===== src/rtl/fast_keypoint_collector.sv =====
// Collects NMS-marked FAST keypoints from a raster pixel stream into a first-word-fall-through
// FIFO as {type, y, x}, with border rejection, per-frame counting and overflow tracking.
module fast_keypoint_collector #(
  parameter int unsigned IMG_WIDTH  = 640,
  parameter int unsigned IMG_HEIGHT = 480,
  parameter int unsigned BORDER     = 3,
  parameter int unsigned X_W        = 11,
  parameter int unsigned Y_W        = 10,
  parameter int unsigned FIFO_DEPTH = 64,
  parameter int unsigned CNT_W      = 16
) (
  input  logic                   i_clk,
  input  logic                   i_rst_n,
  input  logic                   i_image_vs,
  input  logic                   i_image_hs,
  input  logic                   i_image_en,
  input  logic [7:0]             i_image_data,
  output logic                   o_kp_valid,
  input  logic                   i_kp_ready,
  output logic [2+Y_W+X_W-1:0]   o_kp_data,
  output logic                   o_frame_done,
  output logic [CNT_W-1:0]       o_frame_kp_count,
  output logic                   o_overflow
);

  localparam int unsigned KP_W = 2 + Y_W + X_W;
  localparam int unsigned AW   = $clog2(FIFO_DEPTH);

  localparam logic [X_W-1:0]   X_MAX   = '1;
  localparam logic [Y_W-1:0]   Y_MAX   = '1;
  localparam logic [CNT_W-1:0] CNT_MAX = '1;
  localparam logic [X_W-1:0]   X_LO    = X_W'(BORDER);
  localparam logic [X_W-1:0]   X_HI    = X_W'(IMG_WIDTH - BORDER);
  localparam logic [Y_W-1:0]   Y_LO    = Y_W'(BORDER);
  localparam logic [Y_W-1:0]   Y_HI    = Y_W'(IMG_HEIGHT - BORDER);

  typedef enum logic {StIdle, StFrame} state_e;

  state_e            state_q, state_d;
  logic              vs_q, hs_q;
  logic [X_W-1:0]    x_q, x_d;
  logic [Y_W-1:0]    y_q, y_d;
  logic              cap_valid_q, cap_valid_d;
  logic [KP_W-1:0]   cap_data_q, cap_data_d;
  logic [AW:0]       wr_ptr_q, wr_ptr_d;
  logic [AW:0]       rd_ptr_q, rd_ptr_d;
  logic [CNT_W-1:0]  cnt_q, cnt_d;
  logic [CNT_W-1:0]  frame_cnt_q, frame_cnt_d;
  logic              done_q, done_d;
  logic              ovf_q, ovf_d;
  logic [KP_W-1:0]   mem_q [FIFO_DEPTH];

  logic vs_rise, vs_fall, hs_fall;
  logic in_frame, frame_start, frame_end;
  logic in_border, candidate;
  logic fifo_empty, fifo_full;
  logic push, drop, pop;
  logic unused_data;

  assign unused_data = ^i_image_data[7:2];

  assign vs_rise     = i_image_vs & ~vs_q;
  assign vs_fall     = ~i_image_vs & vs_q;
  assign hs_fall     = ~i_image_hs & hs_q;
  assign in_frame    = (state_q == StFrame);
  assign frame_start = vs_rise & (state_q == StIdle);
  assign frame_end   = vs_fall & in_frame;

  assign in_border = (x_q >= X_LO) && (x_q < X_HI) && (y_q >= Y_LO) && (y_q < Y_HI);
  assign candidate = in_frame & i_image_en & (|i_image_data[1:0]) & in_border;

  // Extra MSB on the pointers separates full (MSBs differ) from empty (equal).
  assign fifo_empty = (wr_ptr_q == rd_ptr_q);
  assign fifo_full  = (wr_ptr_q[AW] != rd_ptr_q[AW]) &&
                      (wr_ptr_q[AW-1:0] == rd_ptr_q[AW-1:0]);
  assign push       = cap_valid_q & ~fifo_full;
  assign drop       = cap_valid_q & fifo_full;
  assign pop        = ~fifo_empty & i_kp_ready;

  always_comb begin
    state_d = state_q;
    case (state_q)
      StIdle:  if (vs_rise) state_d = StFrame;
      StFrame: if (vs_fall) state_d = StIdle;
      default: state_d = StIdle;
    endcase
  end

  always_comb begin
    x_d = x_q;
    y_d = y_q;
    if (frame_start) begin
      x_d = '0;
      y_d = '0;
    end else if (hs_fall) begin
      x_d = '0;
      if (in_frame && (y_q != Y_MAX)) y_d = y_q + 1'b1;
    end else if (in_frame && i_image_en && (x_q != X_MAX)) begin
      x_d = x_q + 1'b1;
    end
  end

  always_comb begin
    cap_valid_d = candidate;
    cap_data_d  = {i_image_data[1:0], y_q, x_q};
    wr_ptr_d    = wr_ptr_q + {{AW{1'b0}}, push};
    rd_ptr_d    = rd_ptr_q + {{AW{1'b0}}, pop};
  end

  always_comb begin
    cnt_d       = cnt_q;
    ovf_d       = ovf_q | drop;
    frame_cnt_d = frame_cnt_q;
    done_d      = frame_end;
    if (push && (cnt_q != CNT_MAX)) cnt_d = cnt_q + 1'b1;
    if (frame_start) begin
      cnt_d = '0;
      ovf_d = 1'b0;
    end
    // A write landing in the frame-end cycle still belongs to the finished frame.
    if (frame_end) frame_cnt_d = cnt_d;
  end

  always_ff @(posedge i_clk or negedge i_rst_n) begin
    if (!i_rst_n) begin
      state_q     <= StIdle;
      vs_q        <= 1'b1;
      hs_q        <= 1'b0;
      x_q         <= '0;
      y_q         <= '0;
      cap_valid_q <= 1'b0;
      cap_data_q  <= '0;
      wr_ptr_q    <= '0;
      rd_ptr_q    <= '0;
      cnt_q       <= '0;
      frame_cnt_q <= '0;
      done_q      <= 1'b0;
      ovf_q       <= 1'b0;
    end else begin
      state_q     <= state_d;
      vs_q        <= i_image_vs;
      hs_q        <= i_image_hs;
      x_q         <= x_d;
      y_q         <= y_d;
      cap_valid_q <= cap_valid_d;
      cap_data_q  <= cap_data_d;
      wr_ptr_q    <= wr_ptr_d;
      rd_ptr_q    <= rd_ptr_d;
      cnt_q       <= cnt_d;
      frame_cnt_q <= frame_cnt_d;
      done_q      <= done_d;
      ovf_q       <= ovf_d;
    end
  end

  always_ff @(posedge i_clk) begin
    if (push) mem_q[wr_ptr_q[AW-1:0]] <= cap_data_q;
  end

  assign o_kp_valid       = ~fifo_empty;
  assign o_kp_data        = mem_q[rd_ptr_q[AW-1:0]];
  assign o_frame_done     = done_q;
  assign o_frame_kp_count = frame_cnt_q;
  assign o_overflow       = ovf_q;

endmodule


===== config.mk =====
export PLATFORM = sky130hd
export DESIGN_NAME = fast_keypoint_collector
export DESIGN_NICKNAME = d
export VERILOG_FILES = /design/src/rtl/fast_keypoint_collector.sv
export SDC_FILE = /design/constraint.sdc
export NUM_CORES = 1
export LEC_CHECK = 0
export ABC_CLOCK_PERIOD_IN_PS = 5100
export BUFFER_PORTS_ARGS = -buffer_cell sky130_fd_sc_hd__buf_4
export CAP_MARGIN = 20
export CORE_UTILIZATION = 63
export DETAILED_ROUTE_END_ITERATION = 8
export PLACE_DENSITY = 0.79
export REMOVE_ABC_BUFFERS = 1
export SETUP_SLACK_MARGIN = 0.2
export SLEW_MARGIN = 20
export SYNTH_ARGS = -nofsm -noshare
export SYNTH_HDL_FRONTEND = slang
export SYNTH_SLANG_ARGS = --single-unit

===== constraint.sdc =====
create_clock -name i_clk -period 5.1 [get_ports i_clk]
set_input_delay 1.02 -clock i_clk [delete_from_list [all_inputs] [get_ports i_clk]]
set_output_delay 1.02 -clock i_clk [all_outputs]
set_load 0.02 [all_outputs]

==> reports/results.ini <==
[sta]
slew-limit-headroom_pct=25.24
fmax_mhz=203.3
finalSetupViolCount=0
hold_violations=0
tightest_slew_ns=1.110
fin_crit_sh_pct=96.46
worst_slack_ns=0.1808
skew_ns=0.02771
final-max-slew-violation-count=0
finalHoldWorstSlack_ns=0.3856
rsz0062_at_grt=false
fin_crit_ns=4.919
setup_tns_ns=0

[global_route]
grt_antenna_before_repair=5
grt_pass1_wl_mm=216.4
track_usage_pct=31.27
gr-total-overflow=0
grt_max_degree=70
grt_pass1_vias=31790

[clocking]
worstSkewPairLatency_ns=0.77
cts_sinks=1568
cts_tree=done
numCtsBuffers=149
htreeDepth=4
cts-root-buf=clkbuf_16
clk_path_buf_depth=3
clk_pin_slew_worst_paths_ns=0.06

[critical_path]
start_kind=flip-flop
end_kind=output port
critPathRequiredTime_ns=4.08
crit_fanout=29
arrival_ns=3.90
critical_path_class=reg -> out

[placed_design]
placed_area_sq_um=63010
dp_slack_ns=0.6159
routabilityCongestion=0.8588
post-dp-hpwl_mm=79.73
io_buffers=49

[detailed_routing]
first_iter_violations=4848
vias=31510
firstDrtPassIters=6
route.detailed.drc=0
postRouteAntennaNets=0
vias_per_cell=7.018
routedWlPerCell_microns=33.68
wl_mm=151.2

[die]
dieArea_sq_um=97310
die_w_microns=312.0
start_util_pct=63.70
rows=113
core_region_area_sq_um=95010
boundaryPins=56
die_h_microns=312.0

[cells_and_area]
final.fill_count=5201
fin_area_sq_um=68060
final_layout_size_suffix_gt1_share_pct=26.66
num-nets-final=3125
utilization_pct=71.64
syn_to_final_growth_pct=12.46

[synthesis]
synth_flop_cell=edfxtp_1
synth-edff-count=1472
synth-seq-cells=1568
seq_area_frac_synth_pct=77.00
ys_types=68
yosys_warnings=0
syn_area_sq_um=60520
syn_avg_cell_area_sq_um=20.84
async_flop_share_pct=6.122
synth_cells=2904

[power]
power.density_nw_per_um2=495.3
ir_drop_mv=0.3609
p_leak_nw=21.03

[outcome]
status=completed

[run]
drv_cap=0

[worst_hold_path]
hold_path.class=in -> async

-- through the flow --
| stage | power (mW) | std cells |
|---|---|---|
| 2_1_floorplan | 18.83 | 2735 |
| 3_3_place_gp | 22.56 | 4198 |
| 3_5_place_dp | 22.72 | 4198 |
| 4_1_cts | 33.53 | 4484 |
| 5_1_grt | 34.53 | 4487 |
| 6_report | 33.71 | 4490 |
-- layout by cell type, fill, tap and decap left out, types with 25 or more instances in the layout --
| cell | n |
|---|---|
| edfxtp_1 | 1472 |
| nor2_2 | 53 |
| a211oi_1 | 40 |
| mux4_2 | 307 |
| buf_4 | 193 |
| o22ai_1 | 43 |
| a22oi_1 | 48 |
| mux2i_1 | 134 |
| clkbuf_1 | 32 |
| nand2_1 | 47 |
| a21oi_1 | 55 |
| clkinv_2 | 25 |
| nor2_1 | 55 |
| dfrtp_1 | 66 |
| clkbuf_16 | 156 |
| clkinv_1 | 35 |
| nand3_1 | 27 |
| a22o_1 | 32 |
-- final timing paths --
check	start	slack, ns	cells after the start	end
worst max-delay path	rd_ptr_q[2]	0.18	6	o_kp_data[7]
worst min-delay path	i_rst_n	0.39	1	cnt_q[13]
worst max register to register	rd_ptr_q[3]	0.87	8	mem_q[44][9]
worst min register to register	x_q[5]	0.46	0	cap_data_q[5]
max in group asynchronous	i_rst_n	3.70	2	cap_data_q[9]
min in group i_clk	i_image_hs	0.40	1	hs_q
-- worst max-delay path: stages (launching register included) --
cell and delay (ns):
dfrtp_4 0.68, and2_1 0.49, a221oi_1 0.57, a21oi_1 0.07
o21ai_0 0.85, a22o_1 0.32, buf_4 0.16
-- logic make-up after synthesis --
logic type               share of synthesized area [%]
flip-flops                                       77.00
XOR/XNOR                                        0.4631
multiplexers                                     13.83
buffers and inverters                            1.765
AND/OR/NAND/NOR                                  2.413
AO/OA/AOI/OAI                                    4.347
adder cells (fa/ha/maj)                         0.1819
-- flip-flops by register name, indices dropped and copies added, names as in the netlist --
signal and flops:
o_frame_kp_count 16, hs_q 1, mem_q 1472, wr_ptr_q 7
o_overflow 1, y_q 10, vs_q 1, o_frame_done 1
cnt_q 16, in_frame 1, x_q 11, rd_ptr_q 7
cap_valid_q 1, cap_data_q 23
-- cell usage after synthesis, drive strengths merged (6+ instances only) --
library cell | count | area, sq um
or4 | 10 | 75.07
nand2 | 47 | 176.4
o21ai | 28 | 140.1
o221ai | 24 | 210.2
nor4 | 13 | 81.33
nand4 | 9 | 56.30
o2111ai | 9 | 78.83
xor2 | 13 | 113.9
o211ai | 6 | 45.04
ha | 8 | 100.1
a21oi | 55 | 275.3
edfxtp | 1472 | 44200
dfrtp | 95 | 2377
nor3 | 15 | 75.07
a221oi | 12 | 105.1
clkbuf | 59 | 221.5
mux4 | 307 | 6914
inv | 8 | 30.03
buf | 110 | 817.0
mux2 | 10 | 112.6
o31ai | 13 | 97.59
a22o | 32 | 280.3
a22oi | 48 | 360.4
nand3b | 11 | 82.58
a211oi | 44 | 330.3
a21o | 7 | 52.55
xnor2 | 19 | 166.4
a31oi | 24 | 150.1
nand3 | 27 | 135.1
mux2i | 134 | 1341
and3 | 8 | 50.05
or3 | 11 | 68.82
nor2 | 112 | 420.4
o22ai | 43 | 269.0
-- report_power, final --
part | internal, mW | total, mW | switching [mW]
clock | 5.98 | 10.7 | 4.67
combinational | 3.50 | 8.57 | 5.07
sequential | 14.2 | 14.5 | 0.317
-- metal layers --
layer	track usage, %	wire length (microns)	vias to the layer above
li1	-	-	12570
met1	41.66	51960	16140
met2	50.05	74520	2394
met3	7.074	17250	406
met4	14.42	7494	4
met5	0	23	-
-- repair_timing --
item,4_1_cts,5_1_grt
setup buffers,15,1
pin swaps,1,0
setup endpoints to repair,23,10
hold buffers,0,0
resized for setup,15,8
gates cloned,1,2
-- cell type report --
class | instances | area, sq um | area share (%)
flip-flops and latches | 1568 | 46680 | 68.59
multi-input cells | 1159 | 13150 | 19.32
clock buffers | 189 | 4015 | 5.899
repair buffers | 217 | 1967 | 2.890
well taps | 1265 | 1583 | 2.325
clock inverters | 81 | 630.6 | 0.9265
inverters | 8 | 30.03 | 0.04412
diodes | 3 | 7.507 | 0.01103
No activity file was read; power rests on OpenSTA's default activity.
